**config.mk**
```make
export PLATFORM = sky130hd
export DESIGN_NAME = depp_master
export DESIGN_NICKNAME = d
export VERILOG_FILES = /design/src/rtl/depp_pkg.sv /design/src/rtl/sync_2ff.sv /design/src/rtl/depp_master.sv
export SDC_FILE = /design/constraint.sdc
export NUM_CORES = 1
export LEC_CHECK = 0
export ABC_AREA = 0
export BUFFER_PORTS_ARGS = -buffer_cell sky130_fd_sc_hd__buf_2
export CELL_PAD_IN_SITES_DETAIL_PLACEMENT = 0
export CELL_PAD_IN_SITES_GLOBAL_PLACEMENT = 1
export CORE_UTILIZATION = 43
export DETAILED_ROUTE_END_ITERATION = 10
export PLACE_DENSITY_LB_ADDON = 0.2
export SLEW_MARGIN = 20
export SYNTH_ARGS = -nofsm -noshare
export SYNTH_HDL_FRONTEND = slang
export SYNTH_SLANG_ARGS = --single-unit
export TNS_END_PERCENT = 5
```
**constraint.sdc**
```tcl
create_clock -name i_clk -period 4.6 [get_ports i_clk]
set_input_delay 0.92 -clock i_clk [delete_from_list [all_inputs] [get_ports i_clk]]
set_output_delay 0.92 -clock i_clk [all_outputs]
set_load 0.02 [all_outputs]
```
**src/rtl/depp_pkg.sv**
```systemverilog
// EPP host command codes and sequencer state encoding.
package depp_pkg;

  typedef enum logic [1:0] {
    CMD_AWR = 2'd0,
    CMD_DWR = 2'd1,
    CMD_ARD = 2'd2,
    CMD_DRD = 2'd3
  } cmd_e;

  typedef enum logic [1:0] {
    IDLE    = 2'd0,
    SETUP   = 2'd1,
    STROBE  = 2'd2,
    RELEASE = 2'd3
  } state_e;

  function automatic logic cmd_is_read(input logic [1:0] c);
    return c[1];
  endfunction

  function automatic logic cmd_is_data(input logic [1:0] c);
    return c[0];
  endfunction

endpackage

```
**src/rtl/sync_2ff.sv**
```systemverilog
// Two-flop synchronizer for the asynchronous EPP wait line.
module sync_2ff (
  input  logic i_clk,
  input  logic i_reset,
  input  logic i_d,
  output logic o_q
);

  logic meta;

  always_ff @(posedge i_clk) begin
    if (i_reset) begin
      meta <= 1'b0;
      o_q  <= 1'b0;
    end else begin
      meta <= i_d;
      o_q  <= meta;
    end
  end

endmodule

```
**src/rtl/depp_master.sv**
```systemverilog
// EPP host sequencer: setup, strobe until wait, release until
// wait drops, with a per-edge timeout.
module depp_master
  import depp_pkg::*;
#(
  parameter int SETUP_CYCLES   = 2,
  parameter int TIMEOUT_CYCLES = 1023
) (
  input  logic       i_clk,
  input  logic       i_reset,
  input  logic       i_cmd_stb,
  input  logic [1:0] i_cmd,
  input  logic [7:0] i_cmd_data,
  output logic       o_busy,
  output logic       o_rsp_stb,
  output logic [7:0] o_rsp_data,
  output logic       o_rsp_err,
  output logic       o_astb_n,
  output logic       o_dstb_n,
  output logic       o_write_n,
  output logic [7:0] o_depp,
  output logic       o_depp_oe,
  input  logic [7:0] i_depp,
  input  logic       i_wait
);

  localparam logic [3:0]  SETUP_LAST = 4'(SETUP_CYCLES - 1);
  localparam logic [15:0] TMO_LAST   = 16'(TIMEOUT_CYCLES - 1);

  state_e      state;
  logic [1:0]  cmd;
  logic [7:0]  rd_buf;
  logic [3:0]  setup_cnt;
  logic [15:0] tmo_cnt;
  logic        wait_s;
  logic        tmo_hit;

  sync_2ff u_sync (
    .i_clk   (i_clk),
    .i_reset (i_reset),
    .i_d     (i_wait),
    .o_q     (wait_s)
  );

  assign tmo_hit = (tmo_cnt == TMO_LAST);

  always_ff @(posedge i_clk) begin
    if (i_reset) begin
      state      <= IDLE;
      cmd        <= CMD_AWR;
      rd_buf     <= 8'h00;
      setup_cnt  <= 4'd0;
      tmo_cnt    <= 16'd0;
      o_busy     <= 1'b0;
      o_rsp_stb  <= 1'b0;
      o_rsp_err  <= 1'b0;
      o_rsp_data <= 8'h00;
      o_astb_n   <= 1'b1;
      o_dstb_n   <= 1'b1;
      o_write_n  <= 1'b1;
      o_depp     <= 8'h00;
      o_depp_oe  <= 1'b0;
    end else begin
      o_rsp_stb <= 1'b0;
      o_rsp_err <= 1'b0;
      unique case (state)
        IDLE: begin
          o_busy <= 1'b0;
          if (i_cmd_stb) begin
            state     <= SETUP;
            o_busy    <= 1'b1;
            cmd       <= i_cmd;
            o_depp    <= i_cmd_data;
            o_write_n <= cmd_is_read(i_cmd);
            o_depp_oe <= ~cmd_is_read(i_cmd);
            setup_cnt <= SETUP_LAST;
          end
        end
        SETUP: begin
          if (setup_cnt == 4'd0) begin
            state    <= STROBE;
            tmo_cnt  <= 16'd0;
            o_astb_n <= cmd_is_data(cmd);
            o_dstb_n <= ~cmd_is_data(cmd);
          end else begin
            setup_cnt <= setup_cnt - 4'd1;
          end
        end
        STROBE: begin
          if (wait_s) begin
            if (cmd_is_read(cmd)) rd_buf <= i_depp;
            state    <= RELEASE;
            tmo_cnt  <= 16'd0;
            o_astb_n <= 1'b1;
            o_dstb_n <= 1'b1;
          end else if (tmo_hit) begin
            state     <= IDLE;
            o_astb_n  <= 1'b1;
            o_dstb_n  <= 1'b1;
            o_write_n <= 1'b1;
            o_depp_oe <= 1'b0;
            o_rsp_stb <= 1'b1;
            o_rsp_err <= 1'b1;
          end else begin
            tmo_cnt <= tmo_cnt + 16'd1;
          end
        end
        RELEASE: begin
          if (!wait_s || tmo_hit) begin
            state     <= IDLE;
            o_write_n <= 1'b1;
            o_depp_oe <= 1'b0;
            o_rsp_stb <= 1'b1;
            o_rsp_err <= wait_s;
            // read data only becomes visible on a clean completion
            if (!wait_s && cmd_is_read(cmd)) o_rsp_data <= rd_buf;
          end else begin
            tmo_cnt <= tmo_cnt + 16'd1;
          end
        end
      endcase
    end
  end

endmodule
```
==> results of run 1 <==
## sequential cells by signal, summed over array words and instances, names as in the netlist, 2 cells and up
signal and count:
cmd 2, o_depp 8, o_rsp_data 8, rd_buf 8
setup_cnt 4, state 2, tmo_cnt 16
## critical path: cells and delay by family (launching register included)
kind | cells | cell delay (ps)
adders and majority gates | 1 | 190
AOI/OAI and AO/OA | 1 | 280
buffers and inverters | 1 | 100
and+or+nand+nor | 4 | 1060
DFF | 1 | 340
## worst max path at each step
stage | slack [ps] | startpoint | to
2_1_floorplan | 2710 | i_reset | o_busy
5_1_grt | 2390 | tmo_cnt[0] | tmo_cnt[11]
6_report | 2480 | tmo_cnt[0] | state[0]
3_5_place_dp | 2320 | i_cmd_stb | setup_cnt[0]
3_3_place_gp | 2350 | i_cmd_stb | setup_cnt[0]
4_1_cts | 2530 | tmo_cnt[0] | state[0]
## cells by family (layout without fill, tap and decap cells)
| logic type | after synthesis | in the layout | share of synthesized area [%] |
|---|---|---|---|
| flops | 57 | 57 | 47.43 |
| simple gates | 134 | 134 | 26.57 |
| buf+inv | 23 | 68 | 3.952 |
| fa+ha+maj | 4 | 4 | 2.080 |
| compound gates | 66 | 66 | 17.00 |
| xor+xnor | 7 | 7 | 2.548 |
| mux | 1 | 1 | 0.4160 |
## per-stage QoR
step | power [mW] | area [sq um] | instances | worst slack (ps) | utilization [%]
2_1_floorplan | 0.6251 | 2406 | 292 | 2707 | -
3_3_place_gp | 0.6593 | 2653 | 392 | 2347 | 50.64
5_1_grt | 1.094 | 2815 | 407 | 2395 | 53.75
3_5_place_dp | 0.6616 | 2653 | 392 | 2321 | 50.64
4_1_cts | 1.050 | 2815 | 407 | 2528 | 53.75
6_report | 1.043 | 2815 | 407 | 2483 | 53.75
## cell usage in the layout, fill, tap and decap left out, types with 3 or more instances in the layout
master    synthesis  layout
a21oi_1          38      38
or3_1             5       5
nor3_1            8       8
inv_1             9       9
and3_1            3       3
xor2_1            6       6
nand2_1          68      68
nand2b_1          3       3
ha_1              4       4
clkbuf_8          0      10
a211oi_1          3       3
nand4_1           4       4
buf_2             1      44
o21ai_0           8       8
dfxtp_1          57      57
nor2b_1           3       3
nor2_1           16      16
nand3_1          11      11
## layer usage
| metal | up-vias | global-route usage (%) | share of wire [%] |
|---|---|---|---|
| met5 | - | 0 | 0 |
| met4 | 0 | 9.423 | 1.4 |
| met3 | 7 | 3.571 | 3.1 |
| met2 | 40 | 29.38 | 46 |
| met1 | 941 | 23.96 | 50 |
| li1 | 1094 | - | - |
## area by class of cell
class	instances	area, sq um	area share, %
Inverter	9	33.78	1.200
Timing Repair Buffer	44	220.2	7.822
Tap cell	70	87.58	3.111
Clock buffer	12	145.1	5.156
Sequential cell	57	1141	40.53
Multi-Input combinational cell	212	1170	41.56
Clock inverter	3	17.52	0.6222
## power groups by stage
stage / logic (mW) / registers [mW] / clock network [mW]
final: 0.120 / 0.530 / 0.393
after global routing: 0.133 / 0.534 / 0.428
after CTS: 0.120 / 0.531 / 0.399
after global placement: 0.118 / 0.541 / 0
after detailed placement: 0.120 / 0.541 / 0
after floorplan: 0.0800 / 0.545 / 0
==> qor.csv, run 1 <==
metric,value,unit
outcome,"complete, no violations",
yosysTopAreaCell,dfxtp_1,
fp.coreArea,5238,sq um
p_clk_share,37.7,%
min_delay_path_depth,1,
synthFlopType,dfxtp_1,
finClkSkew,10.16,ps
cts_resized,0,
initial_core_util,45.94,%
grt_pass1_vias,1928,
grt_pass1_wl,8804,um
synth_top_area_share,47.43,%
rr_endpoint,state[0],
syn_area,2406,sq um
die_y,76.80,um
die-area,5898,sq um
final.setup.tns,0,ps
critPathMaxStageDelay,410,ps
wl,5162,um
cp_cell_sequence,"inv_1, ha_1, nor4b_4, nand4_1, and3_1, a2111oi_2, nor2_1",
gp_congestion,0.7993,
fin_crit_sh,46.02,%
ys_types,44,
cp_data_arrival_time,2300,ps
slowest_stage,nand4_1,
syn_nets,318,
cp_max_fo,7,
cts_tree,built,
synth-edff-count,0,
leakagePower,1.062,nW
post_drt_via_cell_ratio,5.115,
drc_errors,0,
drtAntennaViolNets,0,
dr.pass1.iters,4,
p_per_area,370.5,nW/um^2
hold_ws,441.4,ps
crit_required,4780,ps
core.rowCount,26,
synth_most_common_cell,nand2_1,
antenna_found_initial,0,
vias,2082,
drive_gt1_share,18.99,%
root_buffer,clkbuf_8,
fill_cells,514,
vdd_ir_drop_max,0.1970,mV
rrSetupSlack,2480,ps
endpoint_kind,flop,
combPwrFrac,11.5,%
synth_cells,292,
io-pin-count,45,
synth_commonest_cells,"nand2_1, dfxtp_1, a21oi_1",
hold_viol_final,0,
clk-insertion-delay-late,320,ps
p_sw,0.2810,mW
min_period,2117,ps
fmax,472.3,MHz
die_w,76.80,um
synth-seq-cells,57,
cts_made_buffers,9,
drt_iter0_markers,132,
hold_class,flop to flop,
clockBufferDepth,2,
drv_slew,0,
area_growth,17.00,%
cp-start-kind,flop,
swShare,26.94,%
relSlewSlack,33.10,%
setup_viol,0,
p_int,0.7620,mW
rr_worst_depth,7,
antenna_cells,0,
synthArstFlopShare,0,%
worst_pin_slew,999.8,ps
grt-ovfl-total,0,
cts_setup_buffers,0,
grt_max_degree,45,
dp_hpwl,3601,um
criticalPathCategory,flop to flop,
cts.clk_slew.worst_paths,60,ps
seqPwrFrac,50.9,%
numClockSinks,57,
cts_hold_buf,0,
worstReg2RegStart,tmo_cnt[0],
routedWlPerCell,12.68,um
synth_area_leaders,"dfxtp_1, nand2_1, a21oi_1",
fin_nets,359,
rsz0062_at_grt,false,
ys_warn_count,0,
place.port_buffers,44,
synth-seq-area-share,47.43,%
worst_hold_path.endpoint,u_sync.o_q,
cts.htree.levels,3,
min_from,u_sync.meta,
grt_use_total,18.56,%
cap_viol_max_count,0,
syn_area_per_cell,8.240,sq um
Note: power is estimated with default switching activity, not from simulation.
==> run 2: changes to the inputs <==
- CORE_UTILIZATION: 43 -> 40
- clock period: 4.6 -> 2.07 ns (I/O delays scaled with it)
==> qor.csv, run 2 (synthesis gave the netlist of run 1 again) <==
metric,value,unit,change
outcome,"complete, no violations",,unchanged
cts_hold_buf,0,,unchanged
cts.clk_slew.worst_paths,60,ps,about the same
rr_worst_depth,6,,was 7
clk-insertion-delay-late,330,ps,was 320 ps
cp_data_arrival_time,2060,ps,was 2300 ps
crit_required,2260,ps,was 4780 ps
grt-ovfl-total,0,,unchanged
clockBufferDepth,2,,unchanged
power,2.392,mW,was 1.043 mW
grt_pass1_wl,9011,um,was 8804 um
core.rowCount,27,,was 26
grt_pass1_vias,1984,,"was 1,928"
leakagePower,1.103,nW,was 1.062 nW
m1WireLength,2547,um,was 2569 um
cts_tree,built,,unchanged
fill_cells,554,,was 514
drtAntennaViolNets,0,,unchanged
fp.coreArea,5642,sq um,was 5238 sq um
met2RoutedLength,2356,um,was 2361 um
drive_gt1_share,21.16,%,was 18.99%
top_layer_used,met4,,unchanged
critical-path-top-delay-family,simple AND/OR/NAND/NOR gates,,unchanged
timing.critical_path.depth,6,,was 7
endpoint_kind,flop,,unchanged
hold_viol_final,0,,unchanged
place.port_buffers,44,,unchanged
antenna_cells,0,,unchanged
fin_nets,366,,was 359
numClockSinks,57,,unchanged
gp_congestion,0.8002,,was 0.7993
cp_cell_sequence,"inv_1, ha_1, and4bb_1, nor2b_1, a211o_1, nor2_1",,"was inv_1, ha_1, nor4b_4, nand4_1, and3_1, a2111oi_2, nor2_1"
fmax,536.8,MHz,was 472.3 MHz
setup_viol,0,,unchanged
hold_class,input pin to flop,,was flop to flop
relSlewSlack,68.44,%,was 33.10%
drc_errors,0,,unchanged
dr.pass1.iters,4,,unchanged
root_buffer,clkbuf_8,,unchanged
drv_slew,0,,unchanged
p_per_area,825.2,nW/um^2,was 370.5 nW/um^2
wl,5176,um,was 5162 um
grt_use_total,18.80,%,was 18.56%
top_register,tmo_cnt,,unchanged
wl_met3,208,um,was 161 um
fin_crit_sh,90.00,%,was 46.02%
die_w,79.56,um,was 76.80 um
largest_reg_flops,16,,unchanged
finClkSkew,11.12,ps,was 10.16 ps
drt_iter0_markers,110,,was 132
initial_core_util,42.65,%,was 45.94%
final_cell_mix,"nand2_1, dfxtp_1, buf_2",,unchanged
cp_num_buf_inv,1,,unchanged
cap_viol_max_count,0,,unchanged
criticalPathCategory,flop to flop,,unchanged
die_y,79.56,um,was 76.80 um
min_delay_path_depth,2,,was 1
critPathMaxStageDelay,440,ps,was 410 ps
cts_made_buffers,9,,unchanged
area_growth,20.49,%,was 17.00%
io-pin-count,45,,unchanged
final.setup.tns,0,ps,unchanged
die-area,6329,sq um,was 5898 sq um
antenna_found_initial,0,,unchanged
cp_max_fo,12,,was 7
layout_commonest_cell,nand2_1,,unchanged
post_drt_via_cell_ratio,5.129,,was 5.115
slowest_stage,a211o_1,,was nand4_1
vias,2139,,"was 2,082"
vdd_ir_drop_max,0.5654,mV,was 0.1970 mV
cts.htree.levels,3,,unchanged
worst_pin_slew,469.0,ps,was 999.8 ps
dp_hpwl,3665,um,was 3601 um
rrSetupSlack,210,ps,was 2480 ps
min_period,1863,ps,was 2117 ps
cp-start-kind,flop,,unchanged
rsz0062_at_grt,false,,unchanged
routedWlPerCell,12.41,um,was 12.68 um
grt_max_degree,26,,was 45
finish.utilization,51.39,%,was 53.75%
==> run 2: final cells by class <==
class	count	area (sq um)	share of cell area, %
clock buffer	12	155.1	5.352
clock inverter	4	27.53	0.9495
inverter	9	33.78	1.165
multi-input combinational	212	1179	40.66
sequential	57	1141	39.36
tap	72	90.09	3.107
timing repair buffer	51	272.8	9.409
==> run 2: per-stage QoR <==
stage	setup slack (ps)	cell area, sq um	std cells	hold slack (ps)
after floorplan	318.3	2406	292	413.8
after global placement	230.1	2708	401	428.8
final	207.0	2899	417	296.3
after global routing	42.05	2899	417	286.7
after detailed placement	179.4	2708	401	433.5
after CTS	163.5	2890	417	277.3
==> run 2: path summary, 6_finish.rpt <==
check               start          end
max          setup_cnt[0]   tmo_cnt[6]
min                i_wait  u_sync.meta
max reg2reg  setup_cnt[0]   tmo_cnt[6]
min reg2reg   u_sync.meta   u_sync.o_q
==> run 2: routing by layer <==
layer / up-vias / track usage, %
li1: 1108 / -
met1: 983 / 24.36
met2: 40 / 27.86
met3: 8 / 6.400
met4: 0 / 8.727
met5: - / 0
==> run 2: timing repair <==
action,CTS,global route
gates resized for setup,0,1
endpoints found under the setup margin,0,4
hold endpoints to repair,0,0
setup buffers,0,0
==> run 2: where the power goes <==
| part | total, mW | switching [mW] | internal [mW] |
|---|---|---|---|
| combinational | 0.290 | 0.178 | 0.113 |
| clock | 0.931 | 0.434 | 0.497 |
| sequential | 1.17 | 0.0318 | 1.14 |
| total | 2.39 | 0.644 | 1.75 |
==> run 3: changes to the inputs <==
- CAP_MARGIN: unset -> 10
- CELL_PAD_IN_SITES_DETAIL_PLACEMENT: 0 -> unset
- CELL_PAD_IN_SITES_GLOBAL_PLACEMENT: 1 -> unset
- CORE_UTILIZATION: 40 -> 50
==> qor.csv, run 3 (synthesis gave the netlist of run 1 again) <==
metric,value,unit,change
root_buffer,clkbuf_8,,unchanged
antenna_cells,0,,unchanged
cts_hold_buf,0,,unchanged
numClockSinks,57,,unchanged
grt_pass1_vias,1991,,"was 1,984"
routedWlPerCell,12.79,um,was 12.41 um
grt-ovfl-total,0,,unchanged
crit_required,2300,ps,was 2260 ps
cp-start-kind,flop,,unchanged
area_growth,22.10,%,was 20.49%
die_y,71.37,um,was 79.56 um
io-pin-count,45,,unchanged
cts.htree.levels,3,,unchanged
gp_congestion,0.8514,,was 0.8002
rsz0062_at_grt,false,,unchanged
fin_nets,365,,was 366
rr_endpoint,state[0],,was tmo_cnt[6]
violations,DRC,,
cap_viol_max_count,0,,unchanged
setup_viol,0,,unchanged
cts_resized,0,,unchanged
grt_pass1_wl,8604,um,was 9011 um
place.port_buffers,44,,unchanged
worst_pin_slew,458.3,ps,was 469.0 ps
vias,2150,,"was 2,139"
cp-startpoint,tmo_cnt[0],,was setup_cnt[0]
dr.pass1.iters,7,,was 4
top_register,tmo_cnt,,unchanged
clk-insertion-delay-late,340,ps,was 330 ps
min_period,1893,ps,was 1863 ps
die-area,5094,sq um,was 6329 sq um
relSlewSlack,69.41,%,was 68.44%
clockBufferDepth,2,,unchanged
cp_data_arrival_time,2120,ps,was 2060 ps
p_per_area,942.1,nW/um^2,was 825.2 nW/um^2
drv_slew,0,,unchanged
leakagePower,1.141,nW,was 1.103 nW
criticalPathCategory,flop to flop,,unchanged
grt_use_total,22.14,%,was 18.80%
post_drt_via_cell_ratio,5.429,,was 5.129
hold_viol_final,0,,unchanged
initial_core_util,53.78,%,was 42.65%
fmax,528.3,MHz,was 536.8 MHz
die_w,71.37,um,was 79.56 um
antenna_found_initial,0,,unchanged
rrSetupSlack,180,ps,was 210 ps
drtAntennaViolNets,0,,unchanged
largest_reg_flops,16,,unchanged
cp_max_fo,7,,was 12
final.setup.tns,0,ps,unchanged
crit_end,state[0],,was tmo_cnt[6]
drc_errors,1,,was 0
cts.clk_slew.worst_paths,70,ps,was 60 ps
cts_made_buffers,9,,unchanged
dp_hpwl,3509,um,was 3665 um
finClkSkew,10.37,ps,was 11.12 ps
power,2.768,mW,was 2.392 mW
rr_worst_depth,7,,was 6
min_delay_path_depth,2,,unchanged
hold_class,input pin to flop,,unchanged
outcome,finished with violations,,"was complete, no violations"
fp.coreArea,4474,sq um,was 5642 sq um
drive_gt1_share,20.93,%,was 21.16%
layout_commonest_cell,nand2_1,,unchanged
endpoint_kind,flop,,unchanged
worstReg2RegStart,tmo_cnt[0],,was setup_cnt[0]
fin_crit_sh,91.45,%,was 90.00%
core.rowCount,24,,was 27
final_cell_mix,"nand2_1, dfxtp_1, buf_2",,unchanged
grt_max_degree,25,,was 26
wl,5066,um,was 5176 um
vdd_ir_drop_max,0.7677,mV,was 0.5654 mV
drt_iter0_markers,174,,was 110
cts_setup_buffers,0,,unchanged
cts_tree,built,,unchanged
## run 3: changes by cell type in the layout (fill, tap and decap cells not counted), sizes merged
cell and delta:
buf -1, clkinvlp -3, bufinv +3
## run 3: worst max-delay path: stages, from the launching register on
cell       delay (ps)
dfxtp_1           330
inv_1             100
ha_1              170
nor4b_4           230
nand4_1           310
and3_1            310
a2111oi_2         270
nor2_1             60
## run 3: metal layers
layer / global-route usage (%) / share of wire, % / routed length (um)
met2: 35.98 / 46 / 2337
met1: 26.18 / 47 / 2382
met5: 0 / 0 / 0
met3: 8.158 / 5.4 / 276
met4: 10.00 / 1.4 / 70
## run 3: final cells by class
cell class,count,area (sq um)
multi-input combinational,212,1179
timing repair buffer,50,265.3
tap,52,65.06
sequential,57,1141
clock inverter,4,98.84
fill,384,1536
clock buffer,12,155.1
inverter,9,33.78
## run 3: worst min path at each step
stage / endpoint / startpoint
2_1_floorplan: u_sync.o_q / u_sync.meta
3_3_place_gp: u_sync.o_q / u_sync.meta
3_5_place_dp: u_sync.o_q / u_sync.meta
4_1_cts: u_sync.meta / i_wait
5_1_grt: u_sync.meta / i_wait
6_report: u_sync.meta / i_wait
## run 3: power by group
group	leakage [nW]	switching, mW	internal, mW
registers	0.463	0.0374	1.14
logic	0.552	0.173	0.112
clock network	0.127	0.438	0.868
## run 3: per-stage QoR
| stage | std cells | instance area (sq um) | setup WS [ps] | hold slack, ps | utilization [%] |
|---|---|---|---|---|---|
| after floorplan | 292 | 2406 | 318.3 | 413.8 | - |
| final | 396 | 2938 | 177.1 | 282.7 | 65.66 |
| after global placement | 380 | 2675 | 246.5 | 423.3 | 59.79 |
| after detailed placement | 380 | 2675 | 172.8 | 441.8 | 59.79 |
| after CTS | 396 | 2929 | 153.6 | 268.3 | 65.46 |
| after global routing | 396 | 2938 | 60.02 | 275.2 | 65.66 |
